--- config.mk ---
export PLATFORM = sky130hd
export DESIGN_NAME = axi_frame_writer
export DESIGN_NICKNAME = d
export VERILOG_FILES = /design/src/rtl/axi_frame_writer.sv
export SDC_FILE = /design/constraint.sdc
export NUM_CORES = 1
export LEC_CHECK = 0
export BUFFER_PORTS_ARGS = -buffer_cell sky130_fd_sc_hd__buf_2
export CORE_AREA = 5 5 250 252
export CTS_BUF_LIST = sky130_fd_sc_hd__clkbuf_8
export CTS_CLUSTER_SIZE = 20
export DETAILED_ROUTE_END_ITERATION = 10
export DIE_AREA = 0 0 255 257
export PLACE_DENSITY = 0.75
export SYNTH_ARGS = -nofsm -noshare
export SYNTH_HDL_FRONTEND = slang
export SYNTH_SLANG_ARGS = --single-unit
--- constraint.sdc ---
create_clock -name ACLK -period 10.2 [get_ports ACLK]
set_input_delay 0.51 -clock ACLK [delete_from_list [all_inputs] [get_ports ACLK]]
set_output_delay 0.51 -clock ACLK [all_outputs]
set_load 0.02 [all_outputs]
--- src/rtl/axi_frame_writer.sv ---
// axi_frame_writer
//   AXI3 write master that captures a 24-bit pixel stream into a linear frame
//   buffer. Pixels are packed one per 32-bit word ({8'h00, R, G, B}), queued in
//   a first-word-fall-through FIFO of 2*BURST_LEN words, and written as
//   fixed-length INCR bursts with a single burst outstanding.
//
//   Optional feature macro: AXI_WR_BRESP_CHECK_EN
//     defined   -> a B handshake with BRESP != OKAY sets the sticky RespErr.
//     undefined -> RespErr is tied low and BRESP is ignored.
//
// Ports
//   ACLK, ARESETn                 clock, asynchronous active-low reset
//   PixValid/PixReady/PixData/PixSof  pixel stream in (PixSof marks word 0)
//   AW*                           write address channel (AWID/AWLEN/... fixed)
//   W*                            write data channel (WID/WSTRB fixed)
//   B*                            write response channel (BID ignored)
//   FrameDone                     1-cycle pulse on the B handshake of a frame's last burst
//   FrameErr                      sticky, PixSof seen mid-frame
//   RespErr                       sticky, BRESP error (feature macro only)
module axi_frame_writer #(
    parameter logic [31:0] BASE_ADDR = 32'h0000_0000,
    parameter int          H_ACTIVE  = 1280,
    parameter int          V_ACTIVE  = 720,
    parameter int          BURST_LEN = 16
) (
    input  logic        ACLK,
    input  logic        ARESETn,
    input  logic        PixValid,
    output logic        PixReady,
    input  logic [23:0] PixData,
    input  logic        PixSof,
    output logic [3:0]  AWID,
    output logic [31:0] AWADDR,
    output logic [3:0]  AWLEN,
    output logic [2:0]  AWSIZE,
    output logic [1:0]  AWBURST,
    output logic [1:0]  AWLOCK,
    output logic        AWVALID,
    input  logic        AWREADY,
    output logic [3:0]  WID,
    output logic [31:0] WDATA,
    output logic [3:0]  WSTRB,
    output logic        WLAST,
    output logic        WVALID,
    input  logic        WREADY,
    input  logic [3:0]  BID,
    input  logic [1:0]  BRESP,
    input  logic        BVALID,
    output logic        BREADY,
    output logic        FrameDone,
    output logic        FrameErr,
    output logic        RespErr
);

    localparam int TOTAL  = H_ACTIVE * V_ACTIVE;
    localparam int NBURST = TOTAL / BURST_LEN;
    localparam int DEPTH  = 2 * BURST_LEN;
    localparam int PCW    = (TOTAL > 1)     ? $clog2(TOTAL)     : 1;
    localparam int BCW    = (NBURST > 1)    ? $clog2(NBURST)    : 1;
    localparam int BTW    = (BURST_LEN > 1) ? $clog2(BURST_LEN) : 1;
    localparam int PW     = $clog2(DEPTH);
    localparam int LW     = $clog2(DEPTH + 1);

    localparam logic [PCW-1:0] PIX_LAST   = PCW'(TOTAL - 1);
    localparam logic [BCW-1:0] BURST_LAST = BCW'(NBURST - 1);
    localparam logic [BTW-1:0] BEAT_LAST  = BTW'(BURST_LEN - 1);
    localparam logic [PW-1:0]  PTR_LAST   = PW'(DEPTH - 1);
    localparam logic [31:0]    ADDR_STEP  = 32'(BURST_LEN * 4);

    typedef enum logic [1:0] {S_IDLE, S_ADDR, S_DATA, S_RESP} state_t;

    state_t         state, state_nx;
    logic           rst_done;
    logic           synced;
    logic [PCW-1:0] pixcnt;
    logic           frame_err;
    logic [23:0]    mem [DEPTH];
    logic [PW-1:0]  wptr, rptr;
    logic [LW-1:0]  level;
    logic           full, accept, push, pop;
    logic [BTW-1:0] beat;
    logic [BCW-1:0] burstcnt;
    logic [31:0]    addr;
    logic           b_hs, last_burst;

    // Fixed AXI attributes
    assign AWID    = 4'h0;
    assign AWLEN   = 4'(BURST_LEN - 1);
    assign AWSIZE  = 3'b010;
    assign AWBURST = 2'b01;
    assign AWLOCK  = 2'b00;
    assign WID     = 4'h0;
    assign WSTRB   = 4'hF;
    assign AWADDR  = addr;
    assign WDATA   = {8'h00, mem[rptr]};

    // Hold off the pixel source until the first clock after reset release
    always_ff @(posedge ACLK or negedge ARESETn) begin
        if (!ARESETn) rst_done <= 1'b0;
        else          rst_done <= 1'b1;
    end

    assign full     = (level == LW'(DEPTH));
    assign PixReady = rst_done && !full;
    assign accept   = PixValid && PixReady;
    // While unsynced, everything but a SOF pixel is accepted and dropped
    assign push     = accept && (synced || PixSof);
    assign pop      = WVALID && WREADY;

    // Frame sync and pixel counter. An unsynced SOF behaves as pixel 0; a SOF
    // while synced past pixel 0 only flags an error and counting carries on.
    always_ff @(posedge ACLK or negedge ARESETn) begin
        if (!ARESETn) begin
            synced    <= 1'b0;
            pixcnt    <= '0;
            frame_err <= 1'b0;
        end else if (push) begin
            if (synced && PixSof && pixcnt != '0) frame_err <= 1'b1;
            if (pixcnt == PIX_LAST) begin
                pixcnt <= '0;
                synced <= 1'b0;
            end else begin
                pixcnt <= pixcnt + PCW'(1);
                synced <= 1'b1;
            end
        end
    end
    assign FrameErr = frame_err;

    // FIFO storage needs no reset; pointers and level carry the state
    always_ff @(posedge ACLK) begin
        if (push) mem[wptr] <= PixData;
    end

    always_ff @(posedge ACLK or negedge ARESETn) begin
        if (!ARESETn) begin
            wptr  <= '0;
            rptr  <= '0;
            level <= '0;
        end else begin
            if (push) wptr <= (wptr == PTR_LAST) ? '0 : wptr + PW'(1);
            if (pop)  rptr <= (rptr == PTR_LAST) ? '0 : rptr + PW'(1);
            case ({push, pop})
                2'b10:   level <= level + LW'(1);
                2'b01:   level <= level - LW'(1);
                default: level <= level;
            endcase
        end
    end

    // Write FSM: state register
    always_ff @(posedge ACLK or negedge ARESETn) begin
        if (!ARESETn) state <= S_IDLE;
        else          state <= state_nx;
    end

    // Write FSM: next state and channel strobes. A burst is only started once
    // a full burst is buffered, so DATA never waits on the FIFO.
    always_comb begin
        state_nx = state;
        AWVALID  = 1'b0;
        WVALID   = 1'b0;
        WLAST    = 1'b0;
        BREADY   = 1'b0;
        case (state)
            S_IDLE: if (level >= LW'(BURST_LEN)) state_nx = S_ADDR;
            S_ADDR: begin
                AWVALID = 1'b1;
                if (AWREADY) state_nx = S_DATA;
            end
            S_DATA: begin
                WVALID = 1'b1;
                WLAST  = (beat == BEAT_LAST);
                if (WREADY && beat == BEAT_LAST) state_nx = S_RESP;
            end
            S_RESP: begin
                BREADY = 1'b1;
                if (BVALID) state_nx = S_IDLE;
            end
            default: state_nx = S_IDLE;
        endcase
    end

    assign b_hs       = (state == S_RESP) && BVALID;
    assign last_burst = (burstcnt == BURST_LAST);
    assign FrameDone  = b_hs && last_burst;

    // Beat counter, burst counter and address, all advanced by handshakes
    always_ff @(posedge ACLK or negedge ARESETn) begin
        if (!ARESETn) begin
            beat     <= '0;
            burstcnt <= '0;
            addr     <= BASE_ADDR;
        end else begin
            if (pop) beat <= (beat == BEAT_LAST) ? '0 : beat + BTW'(1);
            if (b_hs) begin
                if (last_burst) begin
                    burstcnt <= '0;
                    addr     <= BASE_ADDR;
                end else begin
                    burstcnt <= burstcnt + BCW'(1);
                    addr     <= addr + ADDR_STEP;
                end
            end
        end
    end

`ifdef AXI_WR_BRESP_CHECK_EN
    logic resp_err;
    always_ff @(posedge ACLK or negedge ARESETn) begin
        if (!ARESETn)                    resp_err <= 1'b0;
        else if (b_hs && BRESP != 2'b00) resp_err <= 1'b1;
    end
    assign RespErr = resp_err;

    logic unused_in;
    assign unused_in = ^BID;
`else
    assign RespErr = 1'b0;

    logic unused_in;
    assign unused_in = ^{BID, BRESP};
`endif

endmodule

# [After elaboration in Yosys (flattened, before gate mapping)]
# Memory sizes are Yosys's and may differ from the RTL's.
# Cells that the tools add are included.
[totals] wordCells=71 ff_bits=93 mem_bits_rw=768 out_inout_bits=95 mem_count=1
[mem_list] name="mem" depth=32 width=24 rd=1 rd_ports_with_merged_regs=0 write_ports=1 line="77" text="logic [23:0] mem [DEPTH];"
[op_classes] magnitude_cmp=1 n_reduce_logical=16 n_eq_ne=15 mux=19 add_sub_neg=8
[op_table] op="32-bit by 7-bit adder with 32-bit output (second input constant)" n=1
[op_table] op="32-bit 2-to-1 mux" n=1
[op_table] op="20-bit by 1-bit adder with 20-bit output (second input constant)" n=1
[op_table] op="20-bit == test (second input constant)" n=1
[op_table] op="20-bit 2-to-1 mux" n=1
[op_table] op="20-bit nonzero test" n=1
[op_table] op="16-bit by 1-bit adder with 16-bit output (second input constant)" n=1
[op_table] op="16-bit == test (second input constant)" n=1
[op_table] op="16-bit 2-to-1 mux" n=1
[op_table] op="6-bit one-hot mux with 2 select lines" n=1
[op_table] op="5-bit by 1-bit adder with 5-bit output (second input constant)" n=2
[op_table] op="5-bit == test (second input constant)" n=2
[op_table] op="5-bit 2-to-1 mux" n=2
[op_table] op="1-bit logical AND" n=9
[op_table] op="2-bit 2-to-1 mux" n=4
[op_table] op="2-bit inequality test (second input constant)" n=4
[op_table] op="2-bit one-hot mux with 4 select lines" n=1
[op_table] op="1-bit 2-to-1 mux" n=7
[op_table] op="6-bit by 1-bit adder with 6-bit output (second input constant)" n=1
[op_table] op="2-bit == test (second input constant)" n=3
[op_table] op="6-bit == test (second input constant)" n=1
[op_table] op="6-bit by 5-bit >= comparator with 1-bit output (second input constant)" n=1
[op_table] op="6-bit by 1-bit subtractor with 6-bit output (second input constant)" n=1
[op_table] op="4-bit by 1-bit adder with 4-bit output (second input constant)" n=1
[op_table] op="other kinds (9)" n=10

# [Logic depth before layout (Yosys ltp)]
[depth] ltp_word=7 mapped_depth=15

# [Worst setup path before layout]
# Ideal clock, no wire load.
[synth_timing] kind="register -> register" from="register level[3]" to="memory mem[15][0] (enable)" synth_period_minus_slack_ps=3321 t_arrival_ps=2886 stages_incl_launch_ff=7 required_ps=9765 setup_slack_ps=6879 path_buffers=2 path_cell_list="dfrtp_1 -> clkbuf_1 -> or3_1 -> o211a_1 -> buf_2 -> nand2_1 -> nor3_1"
[synth_between] elab_chain_cells=7
[synth_rtl] element="start, declared" line="79" text="logic [LW-1:0] level;"
[synth_rtl] element="start signal, assigned" line="144" text="2'b10: level <= level + LW'(1);"
[synth_rtl] element="start signal, assigned" line="145" text="2'b01: level <= level - LW'(1);"
[synth_rtl] element="start signal, assigned" line="146" text="default: level <= level;"
[synth_rtl] element="6-bit == test" line="103" text="assign full = (level == LW'(DEPTH));"
[synth_rtl] element="1-bit logical NOT" line="104" text="assign PixReady = rst_done && !full;"
[synth_rtl] element="1-bit logical AND" line="104"
[synth_rtl] element="1-bit logical AND" line="105" text="assign accept = PixValid && PixReady;"
[synth_rtl] element="1-bit logical AND" line="107" text="assign push = accept && (synced || PixSof);"
[synth_rtl] element="1-bit 2-to-1 mux" line="132" text="if (push) mem[wptr] <= PixData;"
[synth_rtl] element="1-bit 2-to-1 mux (not written as such)" line="132"
[synth_rtl] element="end, declared" line="77"
# No other way between the ends.

# [Worst setup path in the final report]
[layout_timing] from="register rptr[0]" to="output WDATA[2]"
[layout_between] elab_chain_cells=1
[layout_rtl] element="start, declared" line="78" text="logic [PW-1:0] wptr, rptr;"
[layout_rtl] element="start signal, assigned" line="142" text="if (pop) rptr <= (rptr == PTR_LAST) ? '0 : rptr + PW'(1);"
[layout_rtl] element="memory 32 x 24 bit"
[layout_rtl] element="end, declared" line="41" text="output logic [31:0] WDATA,"
# No other way between the ends.

==> impl_metrics.toml <==
[status]
status = "finished, final reports clean"

[clock_network]
cts_made_buffers = 133
clock_latency_ns = 0.78
h-tree-depth = 4
root_buffer = "sky130_fd_sc_hd__clkbuf_8"
cts_setup_buffers = 0
cts-root-to-sink-buffers = 3
cts.reportedPaths.clkPinSlew_ns = 0.06
cts.sinks = 855
cts_tree = "done"

[sta]
post_layout_minimum_cycle_time_ns = 5.12
clock_skew_ns = 0.0192
relative_slew_margins_pct = 18.6
timing.final.hold_violations = 0
layout_setup_ws_ns = 5.08
final_max_slew_viol_count = 0
setup-violations-final = 0
rsz0062_at_grt = "false"
setup_total_negative_slack_ns = 0
max_freq_ghz = 0.195
finalCritPeriodShare_pct = 50.2
worst_slew_pin_tran_ns = 1.21

[worst_setup_path]
worst-path-buf-inv = 2
r2r_setup_slk_ns = 6.13
crit_family = "buffers and inverters"
path_max_fanout = 62
reg2reg_to = "mem[13][6]"
critical_path.endpoint_type = "output port"
critical_path.max_stage_delay_ns = 0.97
critical_path_required_ns = 9.69
worstSetupPathType = "reg -> out"
critical_path_at_ns = 4.61
cp_slowest_cell = "sky130_fd_sc_hd__dfrtp_4"
critPathLaunch = "rptr[0]"
crit_path_cell_trace = "buf_4 -> mux4_2 -> a221o_1 -> a21oi_1 -> a31oi_1 -> buf_2"
r2r_cells = 5
worst_r2r_startpoint = "level[2]"
start_kind = "flip-flop"

[yosys]
mappedNetlistArea_sq_um = 34500
synth_enable_flop_cells = 768
synth_warnings = 0
synth_async_sr_flop_share_pct = 10.2
netlist_instances = 1870
synth.top_cell.area_share_pct = 66.9
synth_sequential_area_ratio_pct = 73.2
synth_largest_area_cell = "sky130_fd_sc_hd__edfxtp_1"
syn-mean-instance-area_sq_um = 18.4
netlist-cell-type-count = 57
ys_seq_elements = 855
synth_flop_cell = "sky130_fd_sc_hd__edfxtp_1"
netlist_top_cells_area = "sky130_fd_sc_hd__edfxtp_1, sky130_fd_sc_hd__mux4_2, sky130_fd_sc_hd__dfrtp_1"

[place]
gp_congestion = 0.816
dpl_worst_slack_ns = 5.77
detailed_place_hpwl_mm = 43.5
portBuffers = 87

[route]
dr.first_iter.drc_count = 1858
detail_route.drc_violations = 0
detailroute.via_count = 18200
dr.pass1.iters = 6
drt-vias-per-instance = 6.23
dr_wl_cell_um = 25.9
detailed_route_wl_mm = 75.8
drtAntennaViolNets = 0

[floorplan]
design.core.area_sq_um = 59900
io_pins = 132
rows = 90
initial_utilization_pct = 57.6
floorplan.die.width_um = 255
die_footprint_sq_um = 65500
die_h_um = 257

[cells_and_area]
layout.cells.most_common = "sky130_fd_sc_hd__edfxtp_1"
finalNetCount = 2099
n_antenna_cell = 0
most-common-layout-cells = "sky130_fd_sc_hd__edfxtp_1, sky130_fd_sc_hd__clkbuf_8, sky130_fd_sc_hd__mux4_2"
area_delta_synth_final_pct = 10.6
post_route_cells_drive_above_1_share_pct = 28.9
final_util_pct = 63.7

[grt]
grt.met2_usage_pct = 37.4
grt_remaining_overflow = 0
first_global_vias = 18800
grtUsageMet1_pct = 33.0
global_route_wire_length_before_repair_mm = 115
antenna_found_initial = 4
grt_start_max_net_pins = 141
grt-busiest-layer = "met2"
groute.usage.overall_pct = 23.5
groute.layer.met3.usage_pct = 5.16

[min_path]
worstHoldPathType = "in -> reg"
min_path_cells = 3
launch_point_of_the_worst_hold_path = "PixSof"
hold-path-endpoint = "FrameErr"

[pwr]
pwr_density_cell_nw_per_um2 = 238
leakage_power_of_the_design_nw = 13.1
power.ir.vdd_worst_mv = 0.280

[job]
timing.max_cap.violations = 0
timing repair:
action                                  CTS  global route
hold buffers                              1             0
hold endpoints to repair                 21             0
endpoints found under the setup margin    0             0
resized for setup                         0             0
worst max path at each step:
stage / end / depth (start not counted)
floorplan: mem[15][0] / 6
global placement: WDATA[2] / 6
detailed placement: WDATA[2] / 6
CTS: WDATA[2] / 6
global route: WDATA[2] / 6
finish: WDATA[2] / 6
stage by stage:
step	total power [mW]	area [sq um]	instances	hold WS [ns]
detailed placement	6.54	35700	2688	0.413
CTS	9.12	38100	2926	0.0611
floorplan	5.83	34600	1907	0.214
global placement	6.48	35700	2688	0.407
finish	9.06	38100	2926	0.133
global route	9.45	38100	2926	0.124
report_power, final:
part / internal [mW] / total [mW] / leakage, nW / switching (mW)
Clock: 1.31 / 2.60 / 1.39 / 1.29
Combinational: 0.989 / 2.30 / 3.73 / 1.31
Sequential: 3.95 / 4.16 / 8.03 / 0.211
state kept, by name, summed over array words and instances (netlist names):
signal,count
state,2
pixcnt,20
AWADDR,26
mem,768
beat,4
level,6
burstcnt,16
FrameErr,1
synced,1
wptr,5
rst_done,1
rptr,5
synth_stat cells (4+ instances only):
cell                       count
sky130_fd_sc_hd__a22oi_1       4
sky130_fd_sc_hd__nand2b_1      5
sky130_fd_sc_hd__nor2_1       72
sky130_fd_sc_hd__buf_2        31
sky130_fd_sc_hd__ha_1         20
sky130_fd_sc_hd__a21oi_1      63
sky130_fd_sc_hd__and3_1       14
sky130_fd_sc_hd__nand2_1      59
sky130_fd_sc_hd__o21ai_0      23
sky130_fd_sc_hd__dfrtp_1      87
sky130_fd_sc_hd__inv_1        16
sky130_fd_sc_hd__a31oi_1      27
sky130_fd_sc_hd__edfxtp_1    768
sky130_fd_sc_hd__nor3_1       18
sky130_fd_sc_hd__mux2i_1      49
sky130_fd_sc_hd__nand3b_1      4
sky130_fd_sc_hd__nor4_1        5
sky130_fd_sc_hd__mux2_2      102
sky130_fd_sc_hd__xor2_1       28
sky130_fd_sc_hd__nand3_1      29
sky130_fd_sc_hd__buf_6        10
sky130_fd_sc_hd__o22ai_1      28
sky130_fd_sc_hd__o211ai_1     24
sky130_fd_sc_hd__nand4_1      22
sky130_fd_sc_hd__and2_1        5
sky130_fd_sc_hd__a221o_1      24
sky130_fd_sc_hd__nor2b_1       5
sky130_fd_sc_hd__buf_4        47
sky130_fd_sc_hd__a21o_1        4
sky130_fd_sc_hd__xnor2_1      21
sky130_fd_sc_hd__mux4_2      144
sky130_fd_sc_hd__clkbuf_1     45
sky130_fd_sc_hd__or2_2        28
worst min-delay path, cell delays in order:
cell                     delay, ns
sky130_fd_sc_hd__buf_2        0.08
sky130_fd_sc_hd__and2_1       0.13
sky130_fd_sc_hd__a31o_2       0.15
logic make-up after synthesis:
| group | count (synthesis) | share of synthesized area [%] |
|---|---|---|
| other | 2 | 0.0218 |
| and+or+nand+nor | 285 | 4.18 |
| adders and majority gates | 20 | 0.726 |
| buffers and inverters | 153 | 2.51 |
| xor gates and xnor gates | 49 | 1.24 |
| muxes | 295 | 14.2 |
| DFF | 855 | 73.2 |
| AOI/OAI and AO/OA | 211 | 3.99 |
metal layers:
layer | wire [um] | vias up
li1 | - | 7784
met1 | 29500 | 9451
met2 | 37300 | 901
met3 | 7340 | 106
met4 | 1680 | 0
met5 | 0 | -
layout make-up:
class / instances / area [sq um]
Timing Repair Buffer: 136 / 821
Clock inverter: 92 / 397
Clock buffer: 145 / 2000
Multi-Input combinational cell: 899 / 8620
Sequential cell: 855 / 25300
Fill cell: 4056 / 21800
Inverter: 17 / 63.8
Tap cell: 782 / 978
Power figures use the tool's default switching activity.
